`src/rtl/mem_arb_pkg.sv`:
```
// Shared types and constants for the instruction/data memory port arbiter.
package mem_arb_pkg;

    typedef enum logic {
        OWNER_IMEM = 1'b0,
        OWNER_DMEM = 1'b1
    } owner_e;

    localparam int OUTSTANDING_DEFAULT = 2;

    // Index width for a power-of-two depth; never narrower than one bit.
    function automatic int ptr_width(input int depth);
        return (depth > 1) ? $clog2(depth) : 1;
    endfunction

endpackage

```
`src/rtl/mem_arb_owner_fifo.sv`:
```
// In-order FIFO of 1-bit owner IDs: remembers who issued each accepted request
// so responses can be routed back in issue order.
module mem_arb_owner_fifo
    import mem_arb_pkg::*;
#(
    parameter int DEPTH = OUTSTANDING_DEFAULT
) (
    input  logic   clock,
    input  logic   reset,
    input  logic   push,
    input  owner_e push_owner,
    input  logic   pop,
    output logic   full,
    output logic   empty,
    output owner_e head
);

    localparam int PTR_W = ptr_width(DEPTH);
    localparam int CNT_W = PTR_W + 1;

    logic [DEPTH-1:0] slot_q, slot_d;
    logic [PTR_W-1:0] wr_ptr_q, wr_ptr_d;
    logic [PTR_W-1:0] rd_ptr_q, rd_ptr_d;
    logic [CNT_W-1:0] count_q, count_d;
    logic             do_push;
    logic             do_pop;

    assign full    = (count_q == CNT_W'(DEPTH));
    assign empty   = (count_q == '0);
    assign head    = owner_e'(slot_q[rd_ptr_q]);
    // A full FIFO refuses a push even if a pop frees a slot this cycle.
    assign do_push = push && !full;
    assign do_pop  = pop && !empty;

    for (genvar gi = 0; gi < DEPTH; gi++) begin : g_slot
        assign slot_d[gi] = (do_push && (wr_ptr_q == PTR_W'(gi))) ? push_owner : slot_q[gi];
    end

    always_comb begin
        wr_ptr_d = wr_ptr_q;
        rd_ptr_d = rd_ptr_q;
        count_d  = count_q + CNT_W'(do_push) - CNT_W'(do_pop);
        if (do_push) begin
            wr_ptr_d = wr_ptr_q + PTR_W'(1);
        end
        if (do_pop) begin
            rd_ptr_d = rd_ptr_q + PTR_W'(1);
        end
    end

    always_ff @(posedge clock) begin
        if (reset) begin
            slot_q   <= '0;
            wr_ptr_q <= '0;
            rd_ptr_q <= '0;
            count_q  <= '0;
        end else begin
            slot_q   <= slot_d;
            wr_ptr_q <= wr_ptr_d;
            rd_ptr_q <= rd_ptr_d;
            count_q  <= count_d;
        end
    end

endmodule

```
`src/rtl/mem_port_arbiter.sv`:
```
// Shares one downstream memory port between IMEM and DMEM requesters.
// Define MEM_ARB_ROUND_ROBIN_EN for round-robin contention; default is DMEM-priority.
module mem_port_arbiter
    import mem_arb_pkg::*;
#(
    parameter int OUTSTANDING = OUTSTANDING_DEFAULT
) (
    input  logic        clock,
    input  logic        reset,
    input  logic        imem_req,
    output logic        imem_gnt,
    input  logic        imem_wen,
    input  logic [3:0]  imem_strb,
    input  logic [31:0] imem_addr,
    input  logic [31:0] imem_wdata,
    output logic        imem_recv,
    input  logic        imem_ack,
    output logic [31:0] imem_rdata,
    output logic        imem_error,
    input  logic        dmem_req,
    output logic        dmem_gnt,
    input  logic        dmem_wen,
    input  logic [3:0]  dmem_strb,
    input  logic [31:0] dmem_addr,
    input  logic [31:0] dmem_wdata,
    output logic        dmem_recv,
    input  logic        dmem_ack,
    output logic [31:0] dmem_rdata,
    output logic        dmem_error,
    output logic        mem_req,
    input  logic        mem_gnt,
    output logic        mem_wen,
    output logic [3:0]  mem_strb,
    output logic [31:0] mem_addr,
    output logic [31:0] mem_wdata,
    input  logic        mem_recv,
    output logic        mem_ack,
    input  logic [31:0] mem_rdata,
    input  logic        mem_error
);

    logic   lock_q, lock_d;
    owner_e lock_owner_q, lock_owner_d;
    owner_e sel;
    logic   sel_req;
    logic   accept;
    logic   fifo_full;
    logic   fifo_empty;
    owner_e fifo_head;
    logic   resp_imem;
    logic   resp_dmem;

`ifdef MEM_ARB_ROUND_ROBIN_EN
    owner_e last_q, last_d;

    always_comb begin
        last_d = last_q;
        if (accept) begin
            last_d = sel;
        end
    end

    always_ff @(posedge clock) begin
        if (reset) begin
            last_q <= OWNER_DMEM;
        end else begin
            last_q <= last_d;
        end
    end
`endif

    always_comb begin
        sel = OWNER_IMEM;
        if (lock_q) begin
            sel = lock_owner_q;
        end else if (imem_req && !dmem_req) begin
            sel = OWNER_IMEM;
        end else if (dmem_req && !imem_req) begin
            sel = OWNER_DMEM;
        end else if (imem_req && dmem_req) begin
`ifdef MEM_ARB_ROUND_ROBIN_EN
            sel = (last_q == OWNER_IMEM) ? OWNER_DMEM : OWNER_IMEM;
`else
            sel = OWNER_DMEM;
`endif
        end
    end

    assign sel_req = (sel == OWNER_IMEM) ? imem_req : dmem_req;
    assign mem_req = sel_req && !fifo_full;
    assign accept  = mem_req && mem_gnt;
    assign imem_gnt = accept && (sel == OWNER_IMEM);
    assign dmem_gnt = accept && (sel == OWNER_DMEM);

    always_comb begin
        mem_wen   = 1'b0;
        mem_strb  = '0;
        mem_addr  = '0;
        mem_wdata = '0;
        if (imem_req || dmem_req) begin
            if (sel == OWNER_IMEM) begin
                mem_wen   = imem_wen;
                mem_strb  = imem_strb;
                mem_addr  = imem_addr;
                mem_wdata = imem_wdata;
            end else begin
                mem_wen   = dmem_wen;
                mem_strb  = dmem_strb;
                mem_addr  = dmem_addr;
                mem_wdata = dmem_wdata;
            end
        end
    end

    // Hold the stalled owner so its address/data stay on the bus until accepted.
    always_comb begin
        lock_d       = lock_q;
        lock_owner_d = lock_owner_q;
        if (mem_req && !mem_gnt) begin
            lock_d       = 1'b1;
            lock_owner_d = sel;
        end else if (mem_gnt) begin
            lock_d = 1'b0;
        end
    end

    always_ff @(posedge clock) begin
        if (reset) begin
            lock_q       <= 1'b0;
            lock_owner_q <= OWNER_IMEM;
        end else begin
            lock_q       <= lock_d;
            lock_owner_q <= lock_owner_d;
        end
    end

    mem_arb_owner_fifo #(
        .DEPTH(OUTSTANDING)
    ) u_owner_fifo (
        .clock     (clock),
        .reset     (reset),
        .push      (accept),
        .push_owner(sel),
        .pop       (mem_recv && mem_ack),
        .full      (fifo_full),
        .empty     (fifo_empty),
        .head      (fifo_head)
    );

    // With no owner on record a response is spurious: swallow it.
    assign resp_imem  = !fifo_empty && (fifo_head == OWNER_IMEM);
    assign resp_dmem  = !fifo_empty && (fifo_head == OWNER_DMEM);
    assign mem_ack    = fifo_empty ? mem_recv : (resp_imem ? imem_ack : dmem_ack);
    assign imem_recv  = resp_imem && mem_recv;
    assign dmem_recv  = resp_dmem && mem_recv;
    assign imem_rdata = resp_imem ? mem_rdata : '0;
    assign dmem_rdata = resp_dmem ? mem_rdata : '0;
    assign imem_error = resp_imem && mem_error;
    assign dmem_error = resp_dmem && mem_error;

endmodule

```
`config.mk`:
```
export PLATFORM = sky130hd
export DESIGN_NAME = mem_port_arbiter
export DESIGN_NICKNAME = d
export VERILOG_FILES = /design/src/rtl/mem_arb_pkg.sv /design/src/rtl/mem_arb_owner_fifo.sv /design/src/rtl/mem_port_arbiter.sv
export SDC_FILE = /design/constraint.sdc
export NUM_CORES = 1
export LEC_CHECK = 0
export ABC_AREA = 1
export BUFFER_PORTS_ARGS = -buffer_cell sky130_fd_sc_hd__buf_2
export CAP_MARGIN = 20
export CORE_AREA = 5 5 121 123
export CTS_BUF_LIST = sky130_fd_sc_hd__clkbuf_8
export DETAILED_ROUTE_END_ITERATION = 8
export DIE_AREA = 0 0 126 128
export PLACE_DENSITY = 0.53
export SYNTH_ARGS = -nofsm -noshare
export SYNTH_HDL_FRONTEND = slang
export SYNTH_SLANG_ARGS = --single-unit
```
`constraint.sdc`:
```
create_clock -name clock -period 1.6 [get_ports clock]
set_clock_uncertainty 0.05 [all_clocks]
set_input_delay 0.08 -clock clock [delete_from_list [all_inputs] [get_ports clock]]
set_output_delay 0.08 -clock clock [all_outputs]
set_load 0.01 [all_outputs]
```
==> impl_metrics.csv <==
group,metric,value,unit
status,run_status,"finished clean",
power,swShare,49.97,%
cells_and_area,final_layout_size_suffix_gt1_share,56.02,%
sta,tns,0,ns
routing,route.detailed.drc,0,
worst_setup_path,worstPathArrival,1.45,ns
yosys,synth-seq-area-share,8.466,%
floorplan,row_count,43,
clock_network,cts_buffers,3,
sta,final-setup-viol-count,0,
routing,wl_per_cell,14.00,um
yosys,yosysTopAreaCellShare,30.56,%
sta,post-route-period-util,98.91,%
yosys,avgSynthCellArea,4.548,um2
sta,fmax,631.9,MHz
power,peakVddDrop,0.4156,mV
worst_setup_path,critPathRequiredTime,1.47,ns
yosys,synth_top_area_cell,"nand2_1",
place,dpl.hpwl,9980,um
yosys,ys_top_cells_by_area,"nand2_1 31%, a21oi_1 20%, nor2_1 16%",
place,place_area,3755,um2
yosys,synthAdderAreaFrac,0.6614,%
floorplan,coreArea,13560,um2
yosys,ys_types,22,
place,portBuffers,319,
worst_hold_path,holdCritPathClass,"in -> reg",
cells_and_area,num_antenna_cells,0,
yosys,ys_warn_count,0,
cells_and_area,finalNetCount,921,
clock_network,clk_latency,0.23,ns
yosys,synth_compound_area_share,20.11,%
global_routing,antenna_found_initial,1,
power,seq_power_share,8.4,%
yosys,syn_nets,596,
clock_network,cts_tree,"yes",
routing,drt-total-wl,12860,um
cells_and_area,final_core_util,32.13,%
power,p_total,3.426,mW
worst_setup_path,crit_path_start_kind,"flop",
yosys,synth_top_family_by_area,"simple AND/OR/NAND/NOR gates",
global_routing,grt_usage,12.95,%
power,p_sw,1.712,mW
sta,rsz0062_at_grt,"yes",
global_routing,gr-total-overflow,0,
sta,slew_violations,0,
clock_network,cts.sinks,8,
floorplan,die-area,16130,um2
floorplan,die_w,126,um
clock_network,cts_hold_buf,0,
clock_network,h-tree-depth,1,
cells_and_area,area_delta_synth_final,130.3,%
floorplan,pin_count,320,
yosys,synthXorXnorAreaFrac,0.4630,%
clock_network,root_buffer,"clkbuf_8",
place,gp_congestion,0.7775,
routing,ant_nets,0,
yosys,synth_seq_cells,8,
cells_and_area,fillers,1567,
yosys,yosys.area_share.simple,53.64,%
yosys,syn_area,1892,um2
power,leakage,2.703,nW
power,comb_power_share,84.4,%
cells_and_area,fin_area,4357,um2
yosys,synth_cells,416,
yosys,muxShareOfSynthArea,0,%
clock_network,clkTransAtPathRegs,0.04,ns
worst_setup_path,critical_path_class,"reg -> out",
global_routing,grt_max_degree,70,
worst_setup_path,worstPathMaxFanout,7,
routing,first_pass_iters,4,
power,clockPowerShare,7.2,%
sta,setup_ws,0.01749,ns
sta,fin_crit,1.583,ns
power,power.density,786.5,nW/um2
flow_run,maxCapViolations,0,
worst_setup_path,worstSetupEndpointType,"output pin",
global_routing,grt_pass1_wl,17400,um
global_routing,grt_pass1_vias,3330,
power,p_int,1.714,mW
routing,vias_per_cell,4.054,
floorplan,initial_core_util,13.95,%
sta,finalHoldViolCount,0,
sta,max_slew_margin,74.35,%
place,preCtsSetupSlack,-0.02415,ns
clock_network,cts_buffer_depth,2,
routing,vias,3726,
sta,worst_pin_slew,0.3848,ns
floorplan,dieHeight,128,um
routing,drt_iter0_markers,110,
[power by group through the flow]
stage          sequential, mW  combinational, mW  clock [mW]
2_1_floorplan           0.276               1.32           0
3_3_place_gp            0.274               2.49           0
3_5_place_dp            0.277               2.48           0
4_1_cts                 0.281               2.63       0.252
5_1_grt                 0.294               3.18       0.261
6_report                0.287               2.89       0.246
[layer usage]
| metal | up-vias | global-route usage (%) | part of all wire, % |
|---|---|---|---|
| li1 | 1917 | - | - |
| met1 | 1588 | 14.95 | 37 |
| met2 | 209 | 23.41 | 51 |
| met3 | 10 | 4.583 | 11 |
| met4 | 2 | 2.145 | 0.84 |
| met5 | - | 0 | 0.054 |
[stage by stage]
step | hold slack [ns] | std cells
after floorplan | 0.09907 | 416
after detailed placement | 0.2701 | 900
after global placement | 0.2670 | 900
after global routing | 0.03977 | 919
after CTS | 0.02705 | 908
final | 0.02443 | 919
[sequential cells by signal (all words and copies together) (netlist names)]
name	count
lock_owner_q	1
lock_q	1
u_owner_fifo.count_q	2
u_owner_fifo.rd_ptr_q	1
u_owner_fifo.slot_q	2
u_owner_fifo.wr_ptr_q	1
[critical path, cell delays in order (launching register included)]
cell,delay (ns)
dfxtp_4,0.35
inv_4,0.05
nand2_4,0.06
nand2_8,0.12
buf_12,0.15
clkbuf_16,0.16
nand2_2,0.05
a21oi_2,0.12
buf_2,0.15
[placed cells by master (no fill, tap or decap)]
master,netlist,final
nor2_1,82,75
nor3_1,1,1
inv_2,1,3
inv_4,0,1
a21oi_1,74,48
nand2_4,1,3
dfxtp_2,0,2
nand3_1,4,3
ha_1,1,1
clkbuf_8,0,3
xnor2_1,1,1
clkbuf_16,0,7
buf_16,0,5
o21ai_0,2,2
nand3b_1,2,2
buf_4,1,14
nand2_1,154,142
dfxtp_4,0,2
nor2_4,1,2
and2_4,1,1
inv_16,0,1
inv_1,48,44
buf_2,21,315
dfxtp_1,8,4
a21oi_2,0,26
nand2_2,3,12
nand3_4,0,1
nand2_8,0,1
nand4_1,2,2
nand3_2,2,2
buf_12,0,6
nor2_2,1,7
[cells by family (layout without fill, tap and decap cells)]
logic type | Yosys count | count (layout)
flip-flops | 8 | 8
AND/OR/NAND/NOR | 254 | 254
AO/OA/AOI/OAI | 76 | 76
XOR/XNOR | 1 | 1
buffers and inverters | 76 | 399
adder cells (fa/ha/maj) | 1 | 1
[final cells by class]
class	instances	area, um2	area share, %
Timing Repair Buffer	347	2115	48.54
Multi-Input combinational cell	332	1603	36.79
Tap cell	180	225.2	5.169
Inverter	49	202.7	4.652
Sequential cell	8	170.2	3.906
Clock buffer	3	41.29	0.9477
[cells in the mapped netlist (all sizes together)]
library cell  instances
nand2               158
o21ai                 2
dfxtp                 8
xnor2                 1
ha                    1
nor3                  1
inv                  49
buf                  22
nand4                 2
nor2                 84
clkbuf                5
nand3b                2
and2                  1
nand3                 6
a21oi                74
[what timing repair did]
action | in CTS | in global routing
resized for setup | 24 | 51
setup endpoints to repair | 45 | 125
setup buffers | 1 | 4
pin swaps | 1 | 23
cloned | 4 | 7
[final timing paths]
| check | from | depth (start not counted) | slack (ns) | endpoint |
|---|---|---|---|---|
| max | lock_q$_SDFFE_PP0P_ | 8 | 0.02 | mem_wdata[25] |
| min | reset | 2 | 0.02 | u_owner_fifo.slot_q[0]$_SDFFE_PP0P_ |
| max reg2reg | u_owner_fifo.count_q[0]$_SDFF_PP0_ | 11 | 0.07 | u_owner_fifo.count_q[1]$_SDFF_PP0_ |
| min reg2reg | lock_owner_q$_SDFFE_PP0P_ | 2 | 0.42 | lock_owner_q$_SDFFE_PP0P_ |
(Power assumes the default switching activity.)
